### src/rtl/serial_adder_pkg.sv
// Shared definitions for the bit-serial adder.
//   ST_IDLE / ST_SHIFT / ST_DONE : FSM state encodings
//   DEFAULT_WIDTH               : default operand width
//   state_t                     : enumerated FSM state type
package serial_adder_pkg;

  localparam logic [1:0] ST_IDLE  = 2'd0;
  localparam logic [1:0] ST_SHIFT = 2'd1;
  localparam logic [1:0] ST_DONE  = 2'd2;

  localparam int DEFAULT_WIDTH = 8;

  typedef enum logic [1:0] {
    IDLE  = ST_IDLE,
    SHIFT = ST_SHIFT,
    DONE  = ST_DONE
  } state_t;

endpackage

### src/rtl/halfadder.sv
// Half-adder primitive.
//   a, b  : input bits
//   sum   : a xor b
//   carry : a and b
module halfadder (
  input  logic a,
  input  logic b,
  output logic sum,
  output logic carry
);

  assign sum   = a ^ b;
  assign carry = a & b;

endmodule

### src/rtl/serial_adder_full_adder.sv
// One-bit full adder composed of two half adders.
//   a, b : operand bits
//   cin  : carry in
//   s    : sum bit
//   co   : carry out
module full_adder (
  input  logic a,
  input  logic b,
  input  logic cin,
  output logic s,
  output logic co
);

  logic s1;
  logic c1;
  logic c2;

  halfadder u_ha0 (
    .a     (a),
    .b     (b),
    .sum   (s1),
    .carry (c1)
  );

  halfadder u_ha1 (
    .a     (s1),
    .b     (cin),
    .sum   (s),
    .carry (c2)
  );

  // Both half-adder carries can never be high together, so OR is exact.
  assign co = c1 | c2;

endmodule

### src/rtl/serial_adder.sv
// Bit-serial WIDTH-bit adder: one bit per clock, LSB first.
//   clk, rst            : clock, synchronous active-high reset
//   in_valid/in_ready   : operand handshake, a/b sampled on accept
//   out_valid/out_ready : result handshake
//   sum, carry          : a + b mod 2^WIDTH and its carry-out
module serial_adder
  import serial_adder_pkg::*;
#(
  parameter int WIDTH = DEFAULT_WIDTH
) (
  input  logic             clk,
  input  logic             rst,
  input  logic             in_valid,
  output logic             in_ready,
  input  logic [WIDTH-1:0] a,
  input  logic [WIDTH-1:0] b,
  output logic             out_valid,
  input  logic             out_ready,
  output logic [WIDTH-1:0] sum,
  output logic             carry
);

  localparam int CW = (WIDTH > 1) ? $clog2(WIDTH) : 1;
  localparam logic [CW-1:0] LAST_BIT = CW'(WIDTH - 1);

  state_t           state_q;
  state_t           state_d;
  logic             in_ready_q;
  logic [WIDTH-1:0] ra_q;
  logic [WIDTH-1:0] rb_q;
  logic [WIDTH-1:0] acc_q;
  logic [WIDTH-1:0] sum_q;
  logic             carry_q;
  logic             c_q;
  logic [CW-1:0]    cnt_q;
  logic             fa_s;
  logic             fa_co;
  logic             accept;
  logic             last_bit;

  full_adder u_fa (
    .a   (ra_q[0]),
    .b   (rb_q[0]),
    .cin (c_q),
    .s   (fa_s),
    .co  (fa_co)
  );

  // in_ready_q is only ever high while in IDLE, so it alone qualifies accept.
  assign accept   = in_valid && in_ready_q;
  assign last_bit = (cnt_q == LAST_BIT);

  always_comb begin
    state_d = state_q;
    case (state_q)
      IDLE:    if (accept)    state_d = SHIFT;
      SHIFT:   if (last_bit)  state_d = DONE;
      DONE:    if (out_ready) state_d = IDLE;
      default:                state_d = IDLE;
    endcase
  end

  always_ff @(posedge clk) begin
    if (rst) begin
      state_q    <= IDLE;
      in_ready_q <= 1'b0;
      ra_q       <= '0;
      rb_q       <= '0;
      acc_q      <= '0;
      sum_q      <= '0;
      carry_q    <= 1'b0;
      c_q        <= 1'b0;
      cnt_q      <= '0;
    end else begin
      state_q    <= state_d;
      // Registered so in_ready stays low during reset and never depends
      // combinationally on in_valid or out_ready.
      in_ready_q <= (state_d == IDLE);
      if (accept) begin
        ra_q  <= a;
        rb_q  <= b;
        c_q   <= 1'b0;
        cnt_q <= '0;
      end else if (state_q == SHIFT) begin
        ra_q  <= ra_q >> 1;
        rb_q  <= rb_q >> 1;
        acc_q <= {fa_s, acc_q[WIDTH-1:1]};
        c_q   <= fa_co;
        cnt_q <= cnt_q + CW'(1);
        // Published outputs only change when a full result is ready, so the
        // previous result stays visible while the next one is computed.
        if (last_bit) begin
          sum_q   <= {fa_s, acc_q[WIDTH-1:1]};
          carry_q <= fa_co;
        end
      end
    end
  end

  assign in_ready  = in_ready_q;
  assign out_valid = (state_q == DONE);
  assign sum       = sum_q;
  assign carry     = carry_q;

endmodule

### config.mk
export PLATFORM = sky130hd
export DESIGN_NAME = serial_adder
export DESIGN_NICKNAME = d
export VERILOG_FILES = /design/src/rtl/serial_adder_pkg.sv /design/src/rtl/halfadder.sv /design/src/rtl/serial_adder_full_adder.sv /design/src/rtl/serial_adder.sv
export SDC_FILE = /design/constraint.sdc
export NUM_CORES = 1
export LEC_CHECK = 0
export BUFFER_PORTS_ARGS = -buffer_cell sky130_fd_sc_hd__buf_2
export CAP_MARGIN = 10
export CORE_ASPECT_RATIO = 0.6
export CORE_MARGIN = 4
export CORE_UTILIZATION = 40
export CTS_CLUSTER_SIZE = 10
export DETAILED_ROUTE_END_ITERATION = 8
export GPL_ROUTABILITY_DRIVEN = 0
export GPL_TIMING_DRIVEN = 1
export MAX_ROUTING_LAYER = met4
export PLACE_DENSITY = 0.72
export SLEW_MARGIN = 10
export SYNTH_ARGS = -nofsm -noshare
export SYNTH_HDL_FRONTEND = slang
export SYNTH_HIERARCHICAL = 1
export SYNTH_SLANG_ARGS = --single-unit
export TNS_END_PERCENT = 30
### constraint.sdc
create_clock -name clk -period 2.7 [get_ports clk]
set_input_delay 0 -clock clk [delete_from_list [all_inputs] [get_ports clk]]
set_output_delay 0 -clock clk [all_outputs]
set_load 0.005 [all_outputs]
==> results of run 1 <==
==> state kept, by name, summed over array words and instances (netlist names) <==
register  cells
sum           8
carry         1
rb_q          8
c_q           1
ra_q          8
cnt_q         3
state_q       2
in_ready      1
acc_q         7
==> path summary, 6_finish.rpt <==
kind / startpoint / to / slack (ns) / cells past startpoint
worst max register to register: cnt_q[0] / sum[6] / 0.88 / 5
worst max-delay path: cnt_q[0] / sum[6] / 0.88 / 5
worst min register to register: sum[0] / sum[0] / 0.46 / 2
worst min-delay path: a[1] / ra_q[1] / 0.004 / 3
==> synth_stat cells <==
master	count	share of area
nand2b_1	1	0.0038
buf_2	5	0.015
clkinv_1	1	0.0023
o21ai_0	8	0.024
nand3_1	9	0.027
buf_4	2	0.0091
nand4_1	9	0.034
xnor2_1	1	0.0053
and2_1	1	0.0038
or2_1	1	0.0038
or3_1	1	0.0038
inv_1	1	0.0023
a21oi_1	19	0.058
nor2b_1	2	0.0076
nor2_1	15	0.034
clkbuf_1	11	0.025
mux2i_1	4	0.024
buf_6	1	0.0068
a22oi_1	1	0.0046
dfxtp_1	39	0.47
a311oi_1	14	0.074
ha_1	4	0.030
nor3_1	5	0.015
o31ai_1	9	0.041
nand2_1	31	0.071
==> cells by family (layout without fill, tap and decap cells) <==
group	after synthesis	in the layout	share of synthesized area
simple gates	75	75	0.204
buf+inv	21	55	0.0607
fa+ha+maj	4	4	0.0304
xor+xnor	1	1	0.00531
flops	39	39	0.473
mux	4	4	0.0243
compound gates	51	51	0.202
==> where the power goes <==
part	total, mW	switching, mW	internal, mW
Sequential	0.611	0.0131	0.598
Clock	0.373	0.192	0.181
Combinational	0.123	0.0725	0.0501
Total	1.11	0.278	0.829
==> stage by stage <==
stage | util | power (mW) | hold slack (ns) | instances | instance area, um2
after global placement | 0.470 | 0.732 | 0.251 | 256 | 1790
after global routing | 0.523 | 1.16 | 0.00126 | 276 | 1990
after detailed placement | 0.470 | 0.734 | 0.248 | 256 | 1790
after CTS | 0.523 | 1.11 | 0.00383 | 276 | 1990
final | 0.523 | 1.11 | 0.00426 | 276 | 1990
after floorplan | - | 0.704 | 0.136 | 195 | 1650
==> cell type report <==
cell class | instances | share of cell area
clock buffer | 7 | 0.0383
clock inverter | 1 | 0.00251
inverter | 2 | 0.00377
multi-input combinational | 135 | 0.387
sequential | 39 | 0.392
tap | 47 | 0.0295
timing repair buffer | 45 | 0.147
==> per-layer routing <==
layer / part of all wire / vias up / track usage
met5: 0 / - / -
met4: 0.017 / 0 / 0.0579
met3: 0.055 / 8 / 0.0506
met2: 0.41 / 31 / 0.229
met1: 0.51 / 672 / 0.189
li1: - / 766 / -
==> timing repair <==
item,4_1_cts,5_1_grt
gates resized for setup,0,0
endpoints found under the setup margin,0,0
hold endpoints to repair,12,0
hold buffers,12,0
==> tightest hold or removal path: stages <==
cell	delay [ns]
buf_2	0.09
nor2_1	0.10
a311oi_1	0.05
==> out/summary.txt, run 1 <==
Sequential cell area: 781 um2
Fin. max-slew vios: 0
Post-synth cell types: 25
Static leakage: 0.755 nW
# DRC: 0
First-pass GRT wire length: 6270 um
Post-Syn Instances: 195
Post-CTS setup buffer count: 0
Commonest non-fill, non-tap cell in the layout: dfxtp_1
Pre-CTS WS: 0.905 ns
Die Y: 57.7 um
Hold WC Path Type: in2reg
Slowest-stage cell, CP: ha_1
First DRT Iteration DRCs: 83
Worst setup EP type: flop
HPWL after DPL: 2200 um
Clock-pin slew on the worst setup and hold paths: 0.07 ns
Vias in the first global route: 1394
Initial antenna violation count: 0
CP top delay family: adder cells
Routed WL: 3630 um
Clk_lat worst skew: 0.29 ns
Crit path max fanout: 11
Max-cap violations: 0
Critical Path Start Type: flop
Most frequent cells in the layout: dfxtp_1, nand2_1, buf_2
Number of synthesized register bits: 39
# clock sinks: 39
Worst-margin pin slew: 0.815 ns
Peak Freq: 550 MHz
Post-synth net total: 219
Tmin final: 1.82 ns
Data required time of the worst path: 2.85 ns
CP Class: reg2reg
H-tree depth: 2
Die ar.: 5250 um2
CTS tree: built
Netlist Area Pre-Place: 1650 um2
Worst vdd ir: 0.187 mV
Power Density: 556 nW/um2
GRT Total Usage: 0.152
Most used cell, CP: ha_1
Antenna Cells: 0
Max Root-Sink Buffers: 2
Top Ports: 31
Vias: 1477
Post-route setup slack: 0.881 ns
Final number of setup-violating endpoints: 0
Routed length per instance: 13.2 um
Status: complete, no violations
DR pass1 iterations: 4
Crit path cell chain: ha_1 > ha_1 > clkinv_1 > o31ai_1 > a21oi_1
TNS Setup: 0 ns
Die Width: 90.9 um
Share of cells above drive strength 1: 0.175
Slew HR: 0.457
Starting Density: 0.433
Clk_skew: 0.00571 ns
Final nets: 252
Final hold vios: 0
Core Region: 3810 um2
Sequential share of the synthesized area: 0.473
Worst Path Buf+Inv: 1
CTS Buf Count: 5
Pin count of the biggest net entering global routing: 47
GRT Residual Overflow: 0
Yosys warns: 6
CTS root buffer: clkbuf_8
DR vias/cell: 5.35
Cell Rows: 17
Max incr delay on CP: 0.38 ns
Synth-to-Final Area Change: 20.8%
Multi-input logic area: 771 um2
Number of fill cells: 357
Fin crit share: 0.674
Critical path data arrival time: 1.96 ns
RSZ-0062 raised after global routing: false
ANT nets after route: 0
PortBufs: 30
Avg Synthesized Cell Area: 8.46 um2
Note: power is estimated with default switching activity, not from simulation.
==> run 2, diff against run 1 <==
- ABC_AREA: not set -> 1
- PLACE_DENSITY: 0.72 -> 0.71
- clock period: 2.7 -> 1.7 ns (I/O delays scaled with it)
==> run 2 against run 1 <==
- non-clock buffer count shrank 7
- synthesized cell count grew 28%
- maximum frequency grew 17%
- cell count grew 24%
- design area grew 3.1%
- routed wire length grew 1.3%
- worst hold slack lost 0.00056 ns
- critical path depth grew 2
- highest routed layer unchanged
- sequential share of layout area shrank 1.2 points
- power grew 66%
- critical path type unchanged
- sequential power grew 57%
==> out/summary.txt, run 2 <==
Peak Freq: 643 MHz (+17%)
Post-synth EDFFs: 0 (unchanged)
Post-synth top flop: dfxtp_1
Number of fill cells: 456 (+28%)
Worst setup EP type: flop
Top-count cell post-synth: nand2_1
Routed length per instance: 10.8 um (-18%)
Tmin final: 1.55 ns (-0.265 ns)
Reg2reg end: carry
Slowest-stage cell, CP: nor2_2
Switching pwr: 0.455 mW (+64%)
Ys async rst share: 0 (unchanged)
# DRC: 0 (unchanged)
Worst vdd ir: 0.390 mV (+110%)
Post-Syn Instances: 249 (+28%)
Commonest non-fill, non-tap cell in the layout: nand2_1
H-tree depth: 2 (unchanged)
Antenna Cells: 0 (unchanged)
Static leakage: 0.906 nW (+20%)
Fin crit share: 0.915 (+0.241)
Top cells by area, synth: dfxtp_1, nand2_1, nand3_1, a21oi_1, nor2_1
Hold_ws: 0.00370 ns (-0.000559 ns)
Worst flop-to-flop path startpoint: cnt_q[0]
Critical Path Start Type: flop
DR vias/cell: 4.63 (-13%)
Design Area, Final: 2050 um2 (+3.1%)
HPWL after DPL: 2610 um (+19%)
Vias: 1585 (+7.3%)
Switching part of the total: 0.247 (-0.00387)
Worst R2R Setup Slack: 0.15 ns (-0.74 ns)
Most used cell, CP: nand2_1
TNS Setup: 0 ns (unchanged)
Clk_skew: 0.00170 ns (-0.00401 ns)
Crit path cell chain: ha_1 > ha_1 > nand2_1 > nor2_2 > nand2_1 > nand2_1 > nor2_1
Sequential share of the synthesized area: 0.442 (-0.0312)
Max-cap violations: 0 (unchanged)
PostCTS Resize Cnt: 0 (unchanged)
Sequential power share: 0.520 (-0.032)
RSZ-0062 raised after global routing: false
Most frequent cells in the layout: nand2_1, dfxtp_1, nand3_1
Final Power: 1.84 mW (+66%)
Synth top area share: 0.442 (-0.0312)
First DRT Iteration DRCs: 72 (-13%)
Post-route setup slack: 0.145 ns (-0.735 ns)
CTS tree: built
Max Root-Sink Buffers: 2 (unchanged)
Clock-pin slew on the worst setup and hold paths: 0.07 ns (about the same)
Number of synthesized register bits: 39 (unchanged)
ANT nets after route: 0 (unchanged)
Post-synth cell types: 19 (-24%)
Critical path depth: 7 (+2)
Netlist Area Pre-Place: 1770 um2 (+7.1%)
Yosys warns: 6 (unchanged)
Final hold vios: 0 (unchanged)
Clock power share: 0.369 (+0.032)
Critical Path Start: cnt_q[0]
Post-synth top area cell: dfxtp_1
Post-synth net total: 273 (+25%)
Placed Cells: 332 (+30%)
Avg Synthesized Cell Area: 7.09 um2 (-16%)
Hold path start: out_ready
Max incr delay on CP: 0.45 ns (+0.07 ns)
Die ar.: 5580 um2 (+6.2%)
Worst Hold Depth: 4 (+1)
Non-filler cells, final: 342 (+24%)
Slew HR: 0.636 (+0.179)
R2R cell count: 7 (+2)
Routed WL: 3680 um (+1.3%)
Initial antenna violation count: 0 (unchanged)
Die Width: 93.8 um (+3.2%)
Starting Density: 0.421 (-0.0117)
# clock sinks: 39 (unchanged)
Cell Int Power: 1.39 mW (+67%)
Pre-CTS WS: 0.193 ns (-0.712 ns)
Synth-to-Final Area Change: 16.3%
CP Class: reg2reg
Logic pwr share: 0.110 (about the same)
GRT Residual Overflow: 0 (unchanged)
CP top delay family: simple AND/OR/NAND/NOR gates
Critical path data arrival time: 1.74 ns (-0.22 ns)
Cell Rows: 18 (+1)
CTS Buf Count: 5 (unchanged)
First-pass GRT wire length: 6370 um (+1.5%)
PortBufs: 30 (unchanged)
Post-DP Area: 1930 um2 (+8.0%)
Final nets: 305 (+21%)
DR pass1 iterations: 4 (unchanged)
Status: complete, no violations
Vias in the first global route: 1473 (+5.7%)
Synth cell count leaders: nand2_1, dfxtp_1, nand3_1, nor2_1, a21oi_1
Data required time of the worst path: 1.88 ns (-0.97 ns)
WHS Endpoint: state_q[1]
Final Core Density: 0.490 (-0.0330)
Clk_lat worst skew: 0.28 ns (about the same)
Worst Path Buf+Inv: 0 (-1)
Die Y: 59.5 um (+3.0%)
Core Region: 4190 um2 (+10%)
Hold WC Path Type: in2reg
CTS root buffer: clkbuf_8
Power Density: 897 nW/um2 (+61%)
Top Ports: 31 (unchanged)
Share of cells above drive strength 1: 0.174 (-0.000914)
Final number of setup-violating endpoints: 0 (unchanged)
Pin count of the biggest net entering global routing: 23 (-51%)
Fin. max-slew vios: 0 (unchanged)
Crit path max fanout: 14 (+3)
Worst-margin pin slew: 0.545 ns (-0.270 ns)
GRT Total Usage: 0.149 (-0.00245)
## run 2: worst max path at each step
stage | to | slack, ns
after floorplan | carry | 0.47
after global placement | sum[4] | 0.29
after detailed placement | sum[6] | 0.19
after CTS | sum[6] | 0.16
after global routing | carry | 0.01
final | carry | 0.15
## run 2: power groups by stage
stage | combinational (mW) | clock [mW] | sequential [mW]
2_1_floorplan | 0.153 | 0 | 0.978
3_3_place_gp | 0.200 | 0 | 0.979
3_5_place_dp | 0.200 | 0 | 0.979
4_1_cts | 0.204 | 0.695 | 0.958
5_1_grt | 0.233 | 0.731 | 0.962
6_report | 0.203 | 0.680 | 0.958
## run 2: cell type report
class / count / area, um2 / area share
timing repair buffer: 38 / 215 / 0.105
clock buffer: 8 / 100 / 0.0488
tap: 60 / 75.1 / 0.0366
sequential: 39 / 781 / 0.380
multi-input combinational: 181 / 822 / 0.400
inverter: 16 / 60.1 / 0.0293
## run 2: per-layer routing
| layer | global-route usage | routed length (um) |
|---|---|---|
| met3 | 0.0431 | 155 |
| met4 | 0.0432 | 9 |
| met2 | 0.221 | 1560 |
| met5 | - | 0 |
| met1 | 0.198 | 1960 |
## run 2: cell families (layout without fill, tap and decap cells)
| group | count (synthesis) | in the layout | synth area share |
|---|---|---|---|
| xor+xnor | 1 | 1 | 0.00496 |
| fa+ha+maj | 4 | 4 | 0.0283 |
| simple gates | 145 | 145 | 0.343 |
| flops | 39 | 39 | 0.442 |
| buf+inv | 29 | 62 | 0.0921 |
| compound gates | 31 | 31 | 0.0893 |
## run 2: repair_timing
item | in CTS | in global routing
hold endpoints to repair | 2 | 0
setup buffers | 0 | 0
hold buffers | 2 | 0
## run 2: worst register-to-register path: cells and delay by family, from the launching register on
| kind | cells | cell delay [ns] |
|---|---|---|
| flip-flops | 1 | 0.35 |
| adder cells (fa/ha/maj) | 2 | 0.34 |
| AND/OR/NAND/NOR | 5 | 0.77 |
